**src/rtl/bin_conv_engine.sv**
```systemverilog
// rtl/bin_conv_engine.sv - binary XNOR-popcount 3x3 convolution engine
// Purpose: streams NxN bit-matrices (3 <= N <= MAX_DIM) from the input SRAM,
//   convolves each with one 3x3 binary kernel from the weight SRAM and writes
//   N-2 result rows per matrix to the output SRAM.
// Optional feature macro: BCONV_PROG_THRESH_EN (threshold taken from weight word [12:9]).
// Ports:
//   clk, reset               clock, synchronous active-high reset
//   dut_run / dut_busy       start pulse / run in progress
//   dut_err                  sticky illegal-header flag, cleared by next accepted run
//   dut_sram_read_address    input SRAM address, sram_dut_read_data one cycle later
//   dut_sram_write_*         output SRAM address / data / enable
//   dut_wmem_read_address    weight SRAM address, wmem_dut_read_data one cycle later
module bin_conv_engine #(
  parameter int MAX_DIM = 16,
  parameter int ADDR_W  = 12,
  parameter int THRESH  = 5
) (
  input  logic               clk,
  input  logic               reset,
  input  logic               dut_run,
  output logic               dut_busy,
  output logic               dut_err,
  output logic [ADDR_W-1:0]  dut_sram_read_address,
  input  logic [MAX_DIM-1:0] sram_dut_read_data,
  output logic [ADDR_W-1:0]  dut_sram_write_address,
  output logic [MAX_DIM-1:0] dut_sram_write_data,
  output logic               dut_sram_write_enable,
  output logic [ADDR_W-1:0]  dut_wmem_read_address,
  input  logic [15:0]        wmem_dut_read_data
);

  localparam int NW = $clog2(MAX_DIM + 1);
  localparam logic [3:0] THR_FIX = 4'(THRESH);
  localparam logic [MAX_DIM-1:0] HDR_END = MAX_DIM'(16'h00FF);

  typedef enum logic [2:0] {S_IDLE, S_WLOAD, S_HDR, S_FILL, S_OUT, S_DONE} state_t;

  state_t             r_state;
  logic               r_phase;      // second cycle of WLOAD / HDR (data valid)
  logic               r_run_q;
  logic               r_busy;
  logic               r_err;
  logic [ADDR_W-1:0]  r_rd_addr;
  logic [ADDR_W-1:0]  r_wm_addr;
  logic [ADDR_W-1:0]  r_wr_next;
  logic [ADDR_W-1:0]  r_wr_addr;
  logic [MAX_DIM-1:0] r_wr_data;
  logic               r_we;
  logic [8:0]         r_wgt;
  logic [NW-1:0]      r_n;
  logic [NW-1:0]      r_iss;        // rows whose address has been put on the bus
  logic [NW-1:0]      r_have;       // rows shifted into the window
  logic [NW-1:0]      r_wr_cnt;
  logic               r_rd_vld;     // read data of a matrix row arrives this cycle
  logic               r_win_vld;    // window registers hold a fresh 3-row window
  logic [MAX_DIM-1:0] r_row0, r_row1, r_row2;

  logic [3:0]         w_thr;
  logic [MAX_DIM-1:0] w_res;
  logic [8:0]         w_win, w_x;
  logic [3:0]         w_pc;
  logic               w_hdr_ok;

`ifdef BCONV_PROG_THRESH_EN
  logic [3:0] r_thr;
  logic       w_unused_hi;
  assign w_thr       = r_thr;
  assign w_unused_hi = ^wmem_dut_read_data[15:13];
`else
  logic       w_unused_hi;
  assign w_thr       = THR_FIX;
  assign w_unused_hi = ^wmem_dut_read_data[15:9];
`endif

  assign w_hdr_ok = (sram_dut_read_data >= MAX_DIM'(3)) &&
                    (sram_dut_read_data <= MAX_DIM'(MAX_DIM));

  // Row0 is the oldest row; window bit k = row*3 + col.
  always_comb begin
    w_res = '0;
    w_win = '0;
    w_x   = '0;
    w_pc  = '0;
    for (int c = 0; c < MAX_DIM - 2; c++) begin
      w_win = {r_row2[c+2 -: 3], r_row1[c+2 -: 3], r_row0[c+2 -: 3]};
      w_x   = ~(w_win ^ r_wgt);
      w_pc  = '0;
      for (int k = 0; k < 9; k++) w_pc = w_pc + {3'b000, w_x[k]};
      if (c + 3 <= int'(r_n)) w_res[c] = (w_pc >= w_thr);
    end
  end

  always_ff @(posedge clk) begin
    if (reset) begin
      r_state   <= S_IDLE;
      r_phase   <= 1'b0;
      r_run_q   <= 1'b0;
      r_busy    <= 1'b0;
      r_err     <= 1'b0;
      r_rd_addr <= '0;
      r_wm_addr <= '0;
      r_wr_next <= '0;
      r_wr_addr <= '0;
      r_wr_data <= '0;
      r_we      <= 1'b0;
      r_wgt     <= '0;
      r_n       <= '0;
      r_iss     <= '0;
      r_have    <= '0;
      r_wr_cnt  <= '0;
      r_rd_vld  <= 1'b0;
      r_win_vld <= 1'b0;
      r_row0    <= '0;
      r_row1    <= '0;
      r_row2    <= '0;
`ifdef BCONV_PROG_THRESH_EN
      r_thr     <= THR_FIX;
`endif
    end else begin
      r_run_q   <= dut_run;
      r_we      <= 1'b0;
      r_rd_vld  <= 1'b0;
      r_win_vld <= 1'b0;
      case (r_state)
        S_IDLE: begin
          // rising edge only, so a level held across a run starts nothing new
          if (dut_run && !r_run_q) begin
            r_state   <= S_WLOAD;
            r_phase   <= 1'b0;
            r_busy    <= 1'b1;
            r_err     <= 1'b0;
            r_wm_addr <= ADDR_W'(1);
            r_rd_addr <= '0;
            r_wr_next <= '0;
          end
        end
        S_WLOAD: begin
          r_phase <= ~r_phase;
          if (r_phase) begin
            r_wgt   <= wmem_dut_read_data[8:0];
`ifdef BCONV_PROG_THRESH_EN
            if (wmem_dut_read_data[12:9] == 4'd0 || wmem_dut_read_data[12:9] > 4'd9)
              r_thr <= THR_FIX;
            else
              r_thr <= wmem_dut_read_data[12:9];
`endif
            r_state <= S_HDR;
          end
        end
        S_HDR: begin
          // the second cycle already presents row 0's address speculatively
          r_phase   <= ~r_phase;
          r_rd_addr <= r_rd_addr + ADDR_W'(1);
          if (r_phase) begin
            if (w_hdr_ok) begin
              r_n      <= sram_dut_read_data[NW-1:0];
              r_iss    <= NW'(1);
              r_have   <= '0;
              r_wr_cnt <= '0;
              r_rd_vld <= 1'b1;
              r_state  <= S_FILL;
            end else begin
              if (sram_dut_read_data != HDR_END) r_err <= 1'b1;
              r_state <= S_DONE;
            end
          end
        end
        S_FILL, S_OUT: begin
          if (r_iss < r_n) begin
            r_rd_addr <= r_rd_addr + ADDR_W'(1);
            r_iss     <= r_iss + NW'(1);
            r_rd_vld  <= 1'b1;
          end
          if (r_rd_vld) begin
            r_row0 <= r_row1;
            r_row1 <= r_row2;
            r_row2 <= sram_dut_read_data;
            r_have <= r_have + NW'(1);
            if (r_have >= NW'(2)) r_win_vld <= 1'b1;
            if (r_have == NW'(2)) r_state <= S_OUT;
          end
          if (r_win_vld) begin
            r_we      <= 1'b1;
            r_wr_data <= w_res;
            r_wr_addr <= r_wr_next;
            r_wr_next <= r_wr_next + ADDR_W'(1);
            r_wr_cnt  <= r_wr_cnt + NW'(1);
            if (r_wr_cnt == r_n - NW'(3)) begin
              r_state <= S_HDR;
              r_phase <= 1'b0;
            end
          end
        end
        S_DONE: begin
          r_busy  <= 1'b0;
          r_state <= S_IDLE;
        end
        default: r_state <= S_IDLE;
      endcase
    end
  end

  assign dut_busy               = r_busy;
  assign dut_err                = r_err;
  assign dut_sram_read_address  = r_rd_addr;
  assign dut_sram_write_address = r_wr_addr;
  assign dut_sram_write_data    = r_wr_data;
  assign dut_sram_write_enable  = r_we;
  assign dut_wmem_read_address  = r_wm_addr;

endmodule

```
**config.mk**
```make
export PLATFORM = sky130hd
export DESIGN_NAME = bin_conv_engine
export DESIGN_NICKNAME = d
export VERILOG_FILES = /design/src/rtl/bin_conv_engine.sv
export SDC_FILE = /design/constraint.sdc
export NUM_CORES = 1
export LEC_CHECK = 0
export BUFFER_PORTS_ARGS = -buffer_cell sky130_fd_sc_hd__buf_4
export CELL_PAD_IN_SITES_DETAIL_PLACEMENT = 1
export CELL_PAD_IN_SITES_GLOBAL_PLACEMENT = 1
export CORE_AREA = 2 2 159 146
export CTS_BUF_LIST = sky130_fd_sc_hd__clkbuf_8 sky130_fd_sc_hd__clkbuf_16
export CTS_CLUSTER_DIAMETER = 150
export CTS_CLUSTER_SIZE = 24
export DETAILED_ROUTE_END_ITERATION = 6
export DIE_AREA = 0 0 161 148
export PLACE_DENSITY_LB_ADDON = 0.08
export SLEW_MARGIN = 20
export SYNTH_ARGS = -nofsm -noshare
export SYNTH_HDL_FRONTEND = slang
export SYNTH_SLANG_ARGS = --single-unit
```
**constraint.sdc**
```tcl
create_clock -name clk -period 5.3 [get_ports clk]
set_input_delay 0.53 -clock clk [delete_from_list [all_inputs] [get_ports clk]]
set_output_delay 0.53 -clock clk [all_outputs]
set_load 0.02 [all_outputs]
```
### Yosys cells after proc, flatten, opt, wreduce, memory -nomap -nowiden

Index checks and enable logic that the tools add are counted.

* flip-flop bits (word level): 138
* logic and storage cells: 302
* input bits: 35

* magnitude comparators: 32
* muxes and demuxes: 54
* bitwise gates (word level): 31
* equality and inequality tests: 18
* reduce and logical (&&, ||, !) cells: 28
* $add $sub $neg: 118

Operators by type and width (number)
* adder 4 x 1 -> 4 bit: 70
* NOT 9 bit: 14
* XOR 9 bit: 14
* adder 3 x 1 -> 4 bit: 14
* >= comparator 4 x 3 -> 1 bit, second input constant: 14
* adder 2 x 1 -> 3 bit: 14
* <= comparator 4 x 5 -> 1 bit, first input constant: 8
* two-way mux 12 bit: 3
* case mux 12 bit (3 select lines): 1
* two-way mux 5 bit: 7
* case mux 5 bit (2 select lines): 3
* adder 1 x 1 -> 2 bit: 14
* two-way mux 1 bit: 26
* adder 12 x 1 -> 12 bit, second input constant: 2
* two-way mux 3 bit: 8
* case mux 12 bit (2 select lines): 1
* <= comparator 3 x 5 -> 1 bit, first input constant: 4
* != test 2 bit, second input constant: 10
* >= comparator 16 x 2 -> 1 bit, second input constant: 1
* <= comparator 16 x 5 -> 1 bit, second input constant: 1
* != test 16 x 8 -> 1 bit, second input constant: 1
* AND reduction 4 bit: 4
* adder 5 x 1 -> 5 bit, second input constant: 3
* case mux 3 bit (4 select lines): 1
* 23 further kinds: 43

### Longest topological paths before layout

Gate-level depths: netlist of the first run.

* word-level depth: 12
* mapped depth: 17
* gate-level depth less buffers: 15

### Worst setup path after synthesis of the first run

No wires, ideal clock.

* path kind: register to register
* start point: register r_wgt[0]
* end point: register r_wr_data[4], in the netlist dut_sram_write_data[4]
* data arrival time: 4.538 ns
* stages on the path, launching flop included: 18
* period minus slack after synthesis: 4.666 ns
* path buffers: 2
* data required time: 5.172 ns
* setup slack: 0.634 ns
* cells stage by stage: dfxtp_1 > clkbuf_1 > clkbuf_1 > xnor2_1 > fa_1 > inv_1 > fa_1 > inv_1 > fa_1 > inv_1 > fa_1 > fa_1 > nand2_1 > a221o_1 > a21oi_1 > a211oi_1 > a21oi_1 > nor2_1

* word-level cells in the longest chain between the ends: 12

Ends and longest elaborated chain
* start, declared: RTL line 49 `logic [8:0] r_wgt;`
* start signal, assigned: RTL line 140 `r_wgt <= wmem_dut_read_data[8:0];`
* XOR 9 bit: RTL line 86 `w_x = ~(w_win ^ r_wgt);`
* NOT 9 bit: RTL line 86
* adder 1 x 1 -> 2 bit: RTL line 88 `for (int k = 0; k < 9; k++) w_pc = w_pc + {3'b000, w_x[k]};`
* adder 2 x 1 -> 3 bit: RTL line 88
* adder 3 x 1 -> 4 bit: RTL line 88
* adder 4 x 1 -> 4 bit (5 in series): RTL line 88
* >= comparator 4 x 3 -> 1 bit: RTL line 89 `if (c + 3 <= int'(r_n)) w_res[c] = (w_pc >= w_thr);`
* two-way mux 1 bit: RTL line 89
* end signal, assigned: RTL line 184 `r_wr_data <= w_res;`
* end, declared: RTL line 47 `logic [MAX_DIM-1:0] r_wr_data;`

Every way passes these cells.
A chain may end at the register's enable or synchronous reset.

### Final worst setup path of the first run

* start point: register r_row0[5]
* end point: register r_wr_data[4], in the netlist dut_sram_write_data[4]

* word-level cells in the longest chain between the ends: 12

Ends and longest elaborated chain
* start, declared: RTL line 56 `logic [MAX_DIM-1:0] r_row0, r_row1, r_row2;`
* start signal, assigned: RTL line 175 `r_row0 <= r_row1;`
* XOR 9 bit: RTL line 86
* NOT 9 bit: RTL line 86
* adder 1 x 1 -> 2 bit: RTL line 88
* adder 2 x 1 -> 3 bit: RTL line 88
* adder 3 x 1 -> 4 bit: RTL line 88
* adder 4 x 1 -> 4 bit (5 in series): RTL line 88
* >= comparator 4 x 3 -> 1 bit: RTL line 89
* two-way mux 1 bit: RTL line 89

Every way passes these cells.

==> results.ini, run 1 <==
[route]
dr_wl_met3_um = 932
avgViaCountPerCell = 5.29
drt_wl_total_um = 28000
top_layer = met4
number_of_search_and_repair_iterations_in_the_first_detailed_routing_pass = 4
initialDrtViolationCount = 337
post_drt_wl_per_cell_um = 18.2
antenna_violating_nets_left = 0
routed-wl-met2_um = 13900
detailroute.via_count = 8141
number_of_drc_violations_after_detailed_routing = 0
wl_met1_um = 12700

[setup_path]
worst-endpoint-required_ns = 5.60
peak_fanout_along_the_critical_path = 4
worst_ep_arrival_time_ns = 4.80
r2r-start = r_row0[5]
critical_path_start_type = register
critPathCaptureType = register
timing.critical_path.from = r_row0[5]
ff2ff_path_depth = 15
timing.critical_path.cells = xnor2_1, fa_1, inv_1, fa_1, inv_1, fa_1, inv_1, fa_1, fa_1, nand2_1, a221o_1, a21oi_1, a211oi_1, a21oi_1, nor2_1
crit_type = reg2reg
critPathMostFrequentCell = sky130_fd_sc_hd__fa_1
worst_path_largest_cell_delay_ns = 0.54
cpMaxStageDelayCell = sky130_fd_sc_hd__fa_1

[floorplanning]
fp.dieArea_sq_mm = 0.0238
floorplan.io_pins = 90
start_util_pct = 45.5
core-area_sq_mm = 0.0221
placement_rows = 52
overall_die_height_um = 148
chipWidth_um = 161

[timing]
worst_hold_slack_ns = 0.308
tightestPinTransition_ns = 1.11
timing.final.hold_violations = 0
timing.slew.headroom_pct = 26.0
skew_ns = 0.00930
setup-tns-final_ns = 0
setup_viol_count_final = 0
layout_worst_path_cycle_share_pct = 85.0
rsz0062_at_grt = no
fmaxAchievable_mhz = 222
maxSlewViolCount = 0
finalCriticalPeriod_ns = 4.51

[worst_hold_path]
timing.hold.worst.class = in2reg
hold_depth = 2
worst_hold_start = dut_run

[clocking]
clk_root_buffer_cell = sky130_fd_sc_hd__clkbuf_16
holdBufCountCts = 0
cts_tree = yes
worstSkewPairLatency_ns = 0.44
cts_inserted_buffers = 17
clk_path_buf_depth = 2
post_cts.repair.setup_buffers = 0
cts-htree-levels = 4
clk_pin_slew_worst_paths_ns = 0.07
post_cts_resize_count = 0
numClockSinks = 138

[power_and_ir_drop]
power.switching_uw = 815
power.share.switching_pct = 30.0
internal-power_uw = 1900
power_per_cell_area_mw_per_mm2 = 241
static-leakage-power_uw = 0.00462
power_frac_comb_pct = 13.2
power.clock.fraction_pct = 47.3
power_frac_seq_pct = 39.6
max-vdd-ir-drop_mv = 0.200

[layout]
area_growth_syn_to_layout_pct = 12.0
diodes = 0
layout.nets = 1376
fillerInstances = 2603
layout.cells.non_filler = 1540
finish.instance_area_sq_mm = 0.0113
post_route_cells_drive_above_1_share_pct = 10.5

[yosys]
part_of_the_yosys_area_used_for_sequential_elements_pct = 27.5
syn_area_per_cell_sq_um = 8.26
syn_inst = 1218
synth_enable_flop_cells = 0
dominantRegCellSynth = sky130_fd_sc_hd__dfxtp_1
netlist_area_sq_mm = 0.0101
post_synth_num_cell_types = 69
yosys_register_bits = 138
asyncSetResetFlopFracSynth_pct = 0
ys_warn_count = 0

[placement]
dp_cells = 1508
dpl.hpwl_um = 20200
place.port_buffers = 69
routabilityCongestion = 0.796
detailed_place.area_sq_mm = 0.0106

[grt]
global_route_wire_length_before_repair_um = 46100
grt_antenna_before_repair = 0
grt_remaining_overflow = 0
grt_start_max_net_pins = 73
first_global_vias = 8630
grt_usage_pct = 24.6

[run]
max-cap-violations = 0

[run_status]
run_status = complete, no violations

-- layer usage --
layer / vias to the layer above / GRT usage, %
li1: 3965 / -
met1: 4029 / 31.9
met2: 115 / 42.9
met3: 32 / 3.54
met4: 0 / 7.23
met5: - / 0
-- worst max-delay path, delay by kind of cell (launching register included) --
family,cells,cell delay [ns]
adders and majority gates,5,2.56
and+or+nand+nor,2,0.11
buffers and inverters,3,0.16
DFF,1,0.46
AOI/OAI and AO/OA,4,0.92
xor gates and xnor gates,1,0.14
-- cells in the final DEF, fill, tap and decap left out, types with 3 or more instances in the layout --
| cell | n |
|---|---|
| sky130_fd_sc_hd__a221oi_1 | 8 |
| sky130_fd_sc_hd__and3_1 | 9 |
| sky130_fd_sc_hd__nor3_1 | 14 |
| sky130_fd_sc_hd__or3_1 | 6 |
| sky130_fd_sc_hd__a21oi_1 | 134 |
| sky130_fd_sc_hd__xor2_1 | 75 |
| sky130_fd_sc_hd__o2111ai_1 | 3 |
| sky130_fd_sc_hd__a31oi_1 | 6 |
| sky130_fd_sc_hd__inv_1 | 118 |
| sky130_fd_sc_hd__mux2i_1 | 7 |
| sky130_fd_sc_hd__nor4_1 | 4 |
| sky130_fd_sc_hd__inv_8 | 6 |
| sky130_fd_sc_hd__nand4_1 | 10 |
| sky130_fd_sc_hd__nor4_2 | 3 |
| sky130_fd_sc_hd__o21ai_0 | 19 |
| sky130_fd_sc_hd__xnor2_1 | 81 |
| sky130_fd_sc_hd__fa_1 | 70 |
| sky130_fd_sc_hd__dfxtp_1 | 138 |
| sky130_fd_sc_hd__inv_6 | 6 |
| sky130_fd_sc_hd__nand2b_1 | 3 |
| sky130_fd_sc_hd__a21o_1 | 16 |
| sky130_fd_sc_hd__buf_4 | 82 |
| sky130_fd_sc_hd__nand3_1 | 20 |
| sky130_fd_sc_hd__a22oi_1 | 3 |
| sky130_fd_sc_hd__a211oi_1 | 7 |
| sky130_fd_sc_hd__o32ai_1 | 5 |
| sky130_fd_sc_hd__or4_1 | 3 |
| sky130_fd_sc_hd__clkbuf_16 | 17 |
| sky130_fd_sc_hd__o31ai_1 | 3 |
| sky130_fd_sc_hd__nor2_1 | 74 |
| sky130_fd_sc_hd__nand2_1 | 184 |
| sky130_fd_sc_hd__nor2b_1 | 5 |
| sky130_fd_sc_hd__ha_1 | 41 |
| sky130_fd_sc_hd__conb_1 | 13 |
| sky130_fd_sc_hd__nor3b_1 | 3 |
-- state kept, by name, indices dropped and copies added, names as in the netlist, 5 cells and up --
register,flops
dut_sram_write_address,12
dut_sram_write_data,14
r_wr_next,12
r_row0,16
r_iss,5
r_n,5
r_wr_cnt,5
dut_sram_read_address,12
r_row1,16
r_wgt,9
r_have,5
r_row2,16
-- cells in the mapped netlist, drive strengths merged, types with 4 or more instances --
master / instances / area (sq um)
a31oi: 6 / 37.5
nand2: 185 / 694
nor4: 9 / 105
or3: 6 / 37.5
nor2: 74 / 278
nand4: 10 / 62.6
buf: 31 / 184
o32ai: 5 / 43.8
mux2i: 8 / 92.6
nor3: 14 / 70.1
nor2b: 5 / 31.3
clkbuf: 70 / 264
fa: 70 / 1400
a221oi: 8 / 70.1
and3: 9 / 56.3
nand3: 20 / 100
a211oi: 7 / 52.6
xnor2: 81 / 709
a21o: 16 / 120
a21oi: 135 / 679
o2111ai: 4 / 41.3
ha: 41 / 513
o21ai: 21 / 105
inv: 118 / 443
xor2: 75 / 657
dfxtp: 138 / 2760
-- per-stage QoR --
step / setup slack (ns) / utilization [%] / total power (uW)
2_1_floorplan: 0.634 / - / 1350
3_3_place_gp: 0.837 / 48.1 / 1450
3_5_place_dp: 0.766 / 48.1 / 1460
4_1_cts: 0.721 / 50.9 / 2750
5_1_grt: 0.512 / 50.9 / 2840
6_report: 0.794 / 50.9 / 2720
-- area by class of cell --
class | instances | area [sq um] | area share (%)
clock buffer | 17 | 425 | 3.78
clock inverter | 15 | 189 | 1.68
inverter | 118 | 443 | 3.93
multi-input combinational | 873 | 6460 | 57.3
sequential | 138 | 2760 | 24.5
tap | 297 | 372 | 3.30
timing repair buffer | 82 | 616 | 5.46
-- cells by family after synthesis --
logic type | after synthesis | share of synthesized area (%)
simple gates | 351 | 15.7
compound gates | 234 | 14.5
buf+inv | 219 | 8.86
xor+xnor | 156 | 13.6
flops | 138 | 27.5
fa+ha+maj | 111 | 19.0
mux | 8 | 0.920
other cells | 1 | 0.0373
-- power by group through the flow --
stage | sequential, uW | combinational, uW | clock, uW
6_report | 1070 | 358 | 1280
5_1_grt | 1080 | 410 | 1360
4_1_cts | 1070 | 364 | 1310
3_5_place_dp | 1100 | 360 | 0
3_3_place_gp | 1100 | 351 | 0
2_1_floorplan | 1080 | 272 | 0
-- worst paths after layout --
check	slack, ns	endpoint
max reg2reg	0.79	dut_sram_write_data[4]
min reg2reg	0.45	dut_sram_write_data[11]
min	0.31	r_run_q
max	0.79	dut_sram_write_data[4]
(Power assumes the default switching activity.)
==> run 2: changes to the inputs <==
--- a/config.mk
+++ b/config.mk
@@ -8,12 +8,12 @@
 export BUFFER_PORTS_ARGS = -buffer_cell sky130_fd_sc_hd__buf_4
 export CELL_PAD_IN_SITES_DETAIL_PLACEMENT = 1
 export CELL_PAD_IN_SITES_GLOBAL_PLACEMENT = 1
-export CORE_AREA = 2 2 159 146
+export CORE_AREA = 5 5 162 149
 export CTS_BUF_LIST = sky130_fd_sc_hd__clkbuf_8 sky130_fd_sc_hd__clkbuf_16
 export CTS_CLUSTER_DIAMETER = 150
 export CTS_CLUSTER_SIZE = 24
 export DETAILED_ROUTE_END_ITERATION = 6
-export DIE_AREA = 0 0 161 148
+export DIE_AREA = 0 0 167 154
 export PLACE_DENSITY_LB_ADDON = 0.08
 export SLEW_MARGIN = 20
 export SYNTH_ARGS = -nofsm -noshare
==> constraint.sdc (replaced) <==
create_clock -name clk -period 5.3 [get_ports clk]
set_input_delay 0.265 -clock clk [delete_from_list [all_inputs] [get_ports clk]]
set_output_delay 0.265 -clock clk [all_outputs]
set_load 0.02 [all_outputs]
==> results.ini, run 2 (synthesized netlist as in run 1, its figures left out) <==
[run_status]
run_status = complete, no violations

[clocking]
cts_inserted_buffers = 17  ; unchanged
cts-htree-levels = 4  ; unchanged
clk_path_buf_depth = 2  ; unchanged
worstSkewPairLatency_ns = 0.44  ; about the same
post_cts.repair.setup_buffers = 0  ; unchanged
post_cts_resize_count = 0  ; unchanged
clk_pin_slew_worst_paths_ns = 0.07  ; about the same
cts_tree = yes
clk_root_buffer_cell = sky130_fd_sc_hd__clkbuf_16
numClockSinks = 138  ; unchanged
holdBufCountCts = 0  ; unchanged

[layout]
layout.nets = 1378  ; +0.15%
fillerInstances = 2627  ; +0.92%
biggestRegsByFlops = r_row0 x16, r_row1 x16, r_row2 x16
final_cell_mix = 184 x sky130_fd_sc_hd__nand2_1, 138 x sky130_fd_sc_hd__dfxtp_1, 134 x sky130_fd_sc_hd__a21oi_1
diodes = 0  ; unchanged
multiInputGateArea_sq_mm = 0.00647  ; +0.12%
seq_area_sq_mm = 0.00276  ; unchanged
area_growth_syn_to_layout_pct = 12.3
post_route_cells_drive_above_1_share_pct = 10.8  ; +0.22 points
leading_cell_type_in_the_layout_fill_and_taps_excluded = sky130_fd_sc_hd__nand2_1

[timing]
setup_viol_count_final = 0  ; unchanged
timing.final.hold_violations = 0  ; unchanged
rsz0062_at_grt = no
skew_ns = 0.0136  ; +0.00432 ns
maxSlewViolCount = 0  ; unchanged
finalCriticalPeriod_ns = 4.73  ; +0.228 ns
layout_setup_ws_ns = 0.566  ; -0.228 ns
layout_worst_path_cycle_share_pct = 89.3  ; +4.3 points
timing.slew.headroom_pct = 30.9  ; +4.9 points
setup-tns-final_ns = 0  ; unchanged
tightestPinTransition_ns = 1.03  ; -0.0794 ns
fmaxAchievable_mhz = 211  ; -4.8%

[placement]
place.port_buffers = 69  ; unchanged
dpl.hpwl_um = 20700  ; +2.9%
pre_cts_ws_ns = 0.561  ; -0.205 ns
routabilityCongestion = 0.833  ; +4.6%

[setup_path]
critical_path_start_type = register
worst-endpoint-required_ns = 5.66  ; +0.06 ns
worst_path_largest_cell_delay_ns = 0.66  ; +0.12 ns
critPathCaptureType = register
peak_fanout_along_the_critical_path = 9  ; +5
cp_num_buf_inv = 4  ; +1
crit_type = reg2reg
timing.critical_path.cells = buf_4, xnor2_1, fa_1, inv_1, fa_1, inv_1, fa_1, inv_1, fa_1, fa_1, nand2_1, a221oi_1, a221oi_1, nand2_1, a21oi_1
crit_family = adder cells
cpMaxStageDelayCell = sky130_fd_sc_hd__dfxtp_1
critPathMostFrequentCell = sky130_fd_sc_hd__fa_1
worst_ep_arrival_time_ns = 5.09  ; +0.29 ns

[run]
max-cap-violations = 0  ; unchanged

[worst_hold_path]
timing.hold.worst.class = in2reg

[floorplanning]
overall_die_height_um = 154  ; +4.1%
core-area_sq_mm = 0.0222  ; +0.29%
start_util_pct = 45.3  ; -0.13 points
fp.dieArea_sq_mm = 0.0257  ; +7.9%
floorplan.io_pins = 90  ; unchanged
placement_rows = 52  ; unchanged
chipWidth_um = 167  ; +3.7%

[power_and_ir_drop]
power_per_cell_area_mw_per_mm2 = 237  ; -1.7%
max-vdd-ir-drop_mv = 0.215  ; +7.3%
static-leakage-power_uw = 0.00463  ; +0.15%

[grt]
grt_usage_pct = 22.2  ; -2.4 points
first_global_vias = 8683  ; +0.61%
global_route_wire_length_before_repair_um = 46300  ; +0.52%
grt_remaining_overflow = 0  ; unchanged
grt_antenna_before_repair = 0  ; unchanged
grt_start_max_net_pins = 69  ; -5.5%

[route]
antenna_violating_nets_left = 0  ; unchanged
drt_wl_total_um = 28100  ; +0.35%
number_of_search_and_repair_iterations_in_the_first_detailed_routing_pass = 5  ; +1
avgViaCountPerCell = 5.31  ; +0.39%
initialDrtViolationCount = 384  ; +14%
number_of_drc_violations_after_detailed_routing = 0  ; unchanged
detailroute.via_count = 8183  ; +0.52%
post_drt_wl_per_cell_um = 18.3  ; +0.22%

run 2: changes by cell type in the layout (fill, tap and decap cells not counted), moves of 2 or more:
| cell | before | now |
|---|---|---|
| sky130_fd_sc_hd__clkinv_8 | 0 | 7 |
| sky130_fd_sc_hd__bufinv_16 | 2 | 0 |
| sky130_fd_sc_hd__buf_4 | 82 | 84 |
| sky130_fd_sc_hd__inv_6 | 6 | 1 |
run 2: path summary, 6_finish.rpt:
path                      startpoint                       to  slack (ns)  cells after the start
max                         r_wgt[1]  dut_sram_write_data[12]        0.57                     15
min                          dut_run                  r_run_q        0.06                      2
max reg2reg                 r_wgt[1]  dut_sram_write_data[12]        0.57                     15
min reg2reg  dut_sram_write_data[11]  dut_sram_write_data[11]        0.46                      2
run 2: report_power, final:
part           switching, uW  leakage [uW]  internal [uW]
clock network            595      0.000301            645
registers               30.2       0.00111           1050
logic                    225       0.00321            132
run 2: through the flow:
stage               hold WS (ns)  instances  utilization (%)  power (uW)  area [sq um]
finish                    0.0564       1542             50.9        2680         11300
global route              0.0526       1542             50.9        2800         11300
CTS                       0.0348       1542             50.9        2710         11300
detailed placement         0.448       1510             48.1        1460         10700
global placement           0.441       1510             48.1        1450         10700
floorplan                  0.393       1230                -        1350         10100
run 2: per-layer routing:
layer | vias up | share of wire [%] | GRT usage (%)
met5 | - | 0 | 0
met4 | 0 | 1.2 | 4.60
met3 | 30 | 2.9 | 3.47
met2 | 116 | 50 | 39.3
met1 | 4066 | 45 | 28.9
li1 | 3971 | - | -
run 2: cell type report:
class | instances | area share (%)
tap | 297 | 3.29
inverter | 118 | 3.92
clock buffer | 17 | 3.77
clock inverter | 15 | 1.74
multi-input combinational | 873 | 57.3
timing repair buffer | 84 | 5.58
sequential | 138 | 24.5
==> run 3: changes to the inputs <==
--- a/config.mk
+++ b/config.mk
@@ -8,12 +8,12 @@
 export BUFFER_PORTS_ARGS = -buffer_cell sky130_fd_sc_hd__buf_4
 export CELL_PAD_IN_SITES_DETAIL_PLACEMENT = 1
 export CELL_PAD_IN_SITES_GLOBAL_PLACEMENT = 1
-export CORE_AREA = 5 5 162 149
+export CORE_AREA = 5 5 158 198
 export CTS_BUF_LIST = sky130_fd_sc_hd__clkbuf_8 sky130_fd_sc_hd__clkbuf_16
 export CTS_CLUSTER_DIAMETER = 150
 export CTS_CLUSTER_SIZE = 24
 export DETAILED_ROUTE_END_ITERATION = 6
-export DIE_AREA = 0 0 167 154
+export DIE_AREA = 0 0 163 203
 export PLACE_DENSITY_LB_ADDON = 0.08
 export SLEW_MARGIN = 20
 export SYNTH_ARGS = -nofsm -noshare
==> results.ini, run 3 (synthesized netlist as in run 1, its figures left out) <==
[placement]
place.port_buffers = 69  ; unchanged
detailed_place.area_sq_mm = 0.0108  ; +1.3%
pre_cts_ws_ns = 0.676  ; +0.114 ns
routabilityCongestion = 0.803  ; -3.6%
dpl.hpwl_um = 21700  ; +4.8%

[setup_path]
cpMaxStageDelayCell = sky130_fd_sc_hd__dfxtp_1
slack_of_the_worst_reg_to_reg_path_ns = 0.73  ; +0.16 ns
peak_fanout_along_the_critical_path = 6  ; -3
critPathMostFrequentCell = sky130_fd_sc_hd__fa_1
crit_type = reg2reg
rr_endpoint = dut_sram_write_data[4]
critical_path_start_type = register
critPathCaptureType = register
worst_ep_arrival_time_ns = 4.87  ; -0.22 ns
crit_family = adder cells
r2r-start = r_wgt[3]
worst_path_largest_cell_delay_ns = 0.57  ; -0.09 ns
ff2ff_path_depth = 15  ; unchanged
timing.critical_path.cells = xnor2_1, fa_1, inv_1, fa_1, inv_1, fa_1, inv_1, fa_1, fa_1, nand2_1, a221o_1, a21oi_1, a211oi_1, a21oi_1, nor2_1
worst-endpoint-required_ns = 5.60  ; -0.06 ns
cp_num_buf_inv = 3  ; -1

[layout]
biggestRegsByFlops = r_row0 x16, r_row1 x16, r_row2 x16
final_cell_mix = 183 x sky130_fd_sc_hd__nand2_1, 138 x sky130_fd_sc_hd__dfxtp_1, 134 x sky130_fd_sc_hd__a21oi_1
post_route_cells_drive_above_1_share_pct = 10.8  ; about the same
area_growth_syn_to_layout_pct = 14.7
leading_cell_type_in_the_layout_fill_and_taps_excluded = sky130_fd_sc_hd__nand2_1
finish.instance_area_sq_mm = 0.0115  ; +2.1%
diodes = 0  ; unchanged
layout.nets = 1380  ; +0.15%

[route]
antenna_violating_nets_left = 0  ; unchanged
drt_wl_total_um = 29200  ; +3.7%
number_of_search_and_repair_iterations_in_the_first_detailed_routing_pass = 4  ; -1
number_of_drc_violations_after_detailed_routing = 0  ; unchanged
detailroute.via_count = 8124  ; -0.72%
initialDrtViolationCount = 326  ; -15%
avgViaCountPerCell = 4.95  ; -6.8%
post_drt_wl_per_cell_um = 17.8  ; -2.6%

[worst_hold_path]
holdPathEnd = r_run_q
worst_hold_start = dut_run
hold_depth = 2  ; unchanged
timing.hold.worst.class = in2reg

[floorplanning]
start_util_pct = 34.6  ; -11 points
fp.dieArea_sq_mm = 0.0331  ; +29%
chipWidth_um = 163  ; -2.4%
core-area_sq_mm = 0.0291  ; +31%
floorplan.io_pins = 90  ; unchanged
placement_rows = 70  ; +35%
overall_die_height_um = 203  ; +32%

[clocking]
clk_path_buf_depth = 2  ; unchanged
clk_root_buffer_cell = sky130_fd_sc_hd__clkbuf_16
worstSkewPairLatency_ns = 0.43  ; about the same
clk_pin_slew_worst_paths_ns = 0.06  ; about the same
post_cts_resize_count = 0  ; unchanged
post_cts.repair.setup_buffers = 0  ; unchanged
numClockSinks = 138  ; unchanged
cts_tree = yes
holdBufCountCts = 0  ; unchanged
cts-htree-levels = 4  ; unchanged
cts_inserted_buffers = 17  ; unchanged

[timing]
skew_ns = 0.0129  ; -0.000705 ns
layout_setup_ws_ns = 0.725  ; +0.160 ns
timing.final.hold_violations = 0  ; unchanged
fmaxAchievable_mhz = 219  ; +3.5%
rsz0062_at_grt = no
timing.slew.headroom_pct = 34.3  ; +3.3 points
setup_viol_count_final = 0  ; unchanged
finalCriticalPeriod_ns = 4.57  ; -0.160 ns
maxSlewViolCount = 0  ; unchanged
worst_hold_slack_ns = 0.0688  ; +0.0123 ns
layout_worst_path_cycle_share_pct = 86.3  ; -3.0 points
tightestPinTransition_ns = 0.982  ; -0.0449 ns
setup-tns-final_ns = 0  ; unchanged

[grt]
global_route_wire_length_before_repair_um = 48000  ; +3.7%
grt_antenna_before_repair = 0  ; unchanged
global_route.usage.met2_pct = 33.6  ; -5.6 points
grt_usage_pct = 18.3  ; -3.9 points
grt_start_max_net_pins = 66  ; -4.3%
grt_remaining_overflow = 0  ; unchanged
first_global_vias = 8908  ; +2.6%
gr-usage-met1_pct = 22.2  ; -6.7 points
globalRouteMet3Util_pct = 2.50  ; -0.97 points
global_route.peak_usage_layer = met2

[power_and_ir_drop]
internal-power_uw = 2210  ; +21%
power.share.switching_pct = 24.9  ; -6.9 points
max-vdd-ir-drop_mv = 0.199  ; -7.3%
power.switching_uw = 735  ; -14%
power_per_cell_area_mw_per_mm2 = 256  ; +7.9%
power_frac_seq_pct = 36.6  ; -3.7 points
power_frac_comb_pct = 12.1  ; -1.3 points
static-leakage-power_uw = 0.00467  ; +0.92%
power.clock.fraction_pct = 51.3  ; +5.0 points

[run]
max-cap-violations = 0  ; unchanged

[run_status]
run_status = complete, no violations

## run 3: cell types whose count changed in the layout (fill, tap and decap cells not counted), sizes merged
cell	previous run	this run
inv	124	119
buf	84	86
bufinv	0	9
clkinvlp	0	3
clkinv	9	0
clkbuf	17	18
## run 3: how the worst max path moves through the flow
stage                         from                       to  slack, ns  cells after the start
after floorplan           r_wgt[0]   dut_sram_write_data[4]       0.63                     17
after global placement    r_wgt[3]   dut_sram_write_data[4]       0.76                     15
after detailed placement  r_wgt[3]  dut_sram_write_data[13]       0.68                     15
after CTS                 r_wgt[3]   dut_sram_write_data[7]       0.68                     16
after global routing      r_wgt[3]   dut_sram_write_data[4]       0.43                     15
final                     r_wgt[3]   dut_sram_write_data[4]       0.73                     15
## run 3: power groups by stage
stage | Combinational (uW) | Sequential, uW | Clock [uW]
finish | 358 | 1080 | 1510
global route | 410 | 1080 | 1600
CTS | 368 | 1080 | 1550
detailed placement | 365 | 1100 | 0
global placement | 358 | 1100 | 0
floorplan | 272 | 1080 | 0
## run 3: cell type report
cell class	instances	area, sq um
multi-input combinational	873	6460
clock inverter	13	297
fill	3497	17500
tap	396	495
clock buffer	18	439
sequential	138	2760
timing repair buffer	86	646
inverter	118	443
## run 3: worst reg2reg max path: stages (launching register included)
cell                       delay (ns)
sky130_fd_sc_hd__dfxtp_1         0.57
sky130_fd_sc_hd__xnor2_1         0.15
sky130_fd_sc_hd__fa_1            0.49
sky130_fd_sc_hd__inv_1           0.06
sky130_fd_sc_hd__fa_1            0.53
sky130_fd_sc_hd__inv_1           0.05
sky130_fd_sc_hd__fa_1            0.53
sky130_fd_sc_hd__inv_1           0.05
sky130_fd_sc_hd__fa_1            0.45
sky130_fd_sc_hd__fa_1            0.52
sky130_fd_sc_hd__nand2_1         0.05
sky130_fd_sc_hd__a221o_1         0.31
sky130_fd_sc_hd__a21oi_1         0.34
sky130_fd_sc_hd__a211oi_1        0.11
sky130_fd_sc_hd__a21oi_1         0.16
sky130_fd_sc_hd__nor2_1          0.05
## run 3: routing by layer
metal,up-vias,share of wire [%],wire length (um)
met5,-,0,0
met4,0,1.9,554
met3,35,1.6,453
met2,85,53,15500
met1,4033,43,12700
li1,3971,-,-
## run 3: metrics by stage
step | utilization [%] | cells | total power [uW]
after detailed placement | 37.2 | 1611 | 1470
final | 39.7 | 1642 | 2950
after global routing | 39.7 | 1642 | 3090
after global placement | 37.2 | 1611 | 1460
after floorplan | - | 1230 | 1350
after CTS | 39.7 | 1642 | 3000
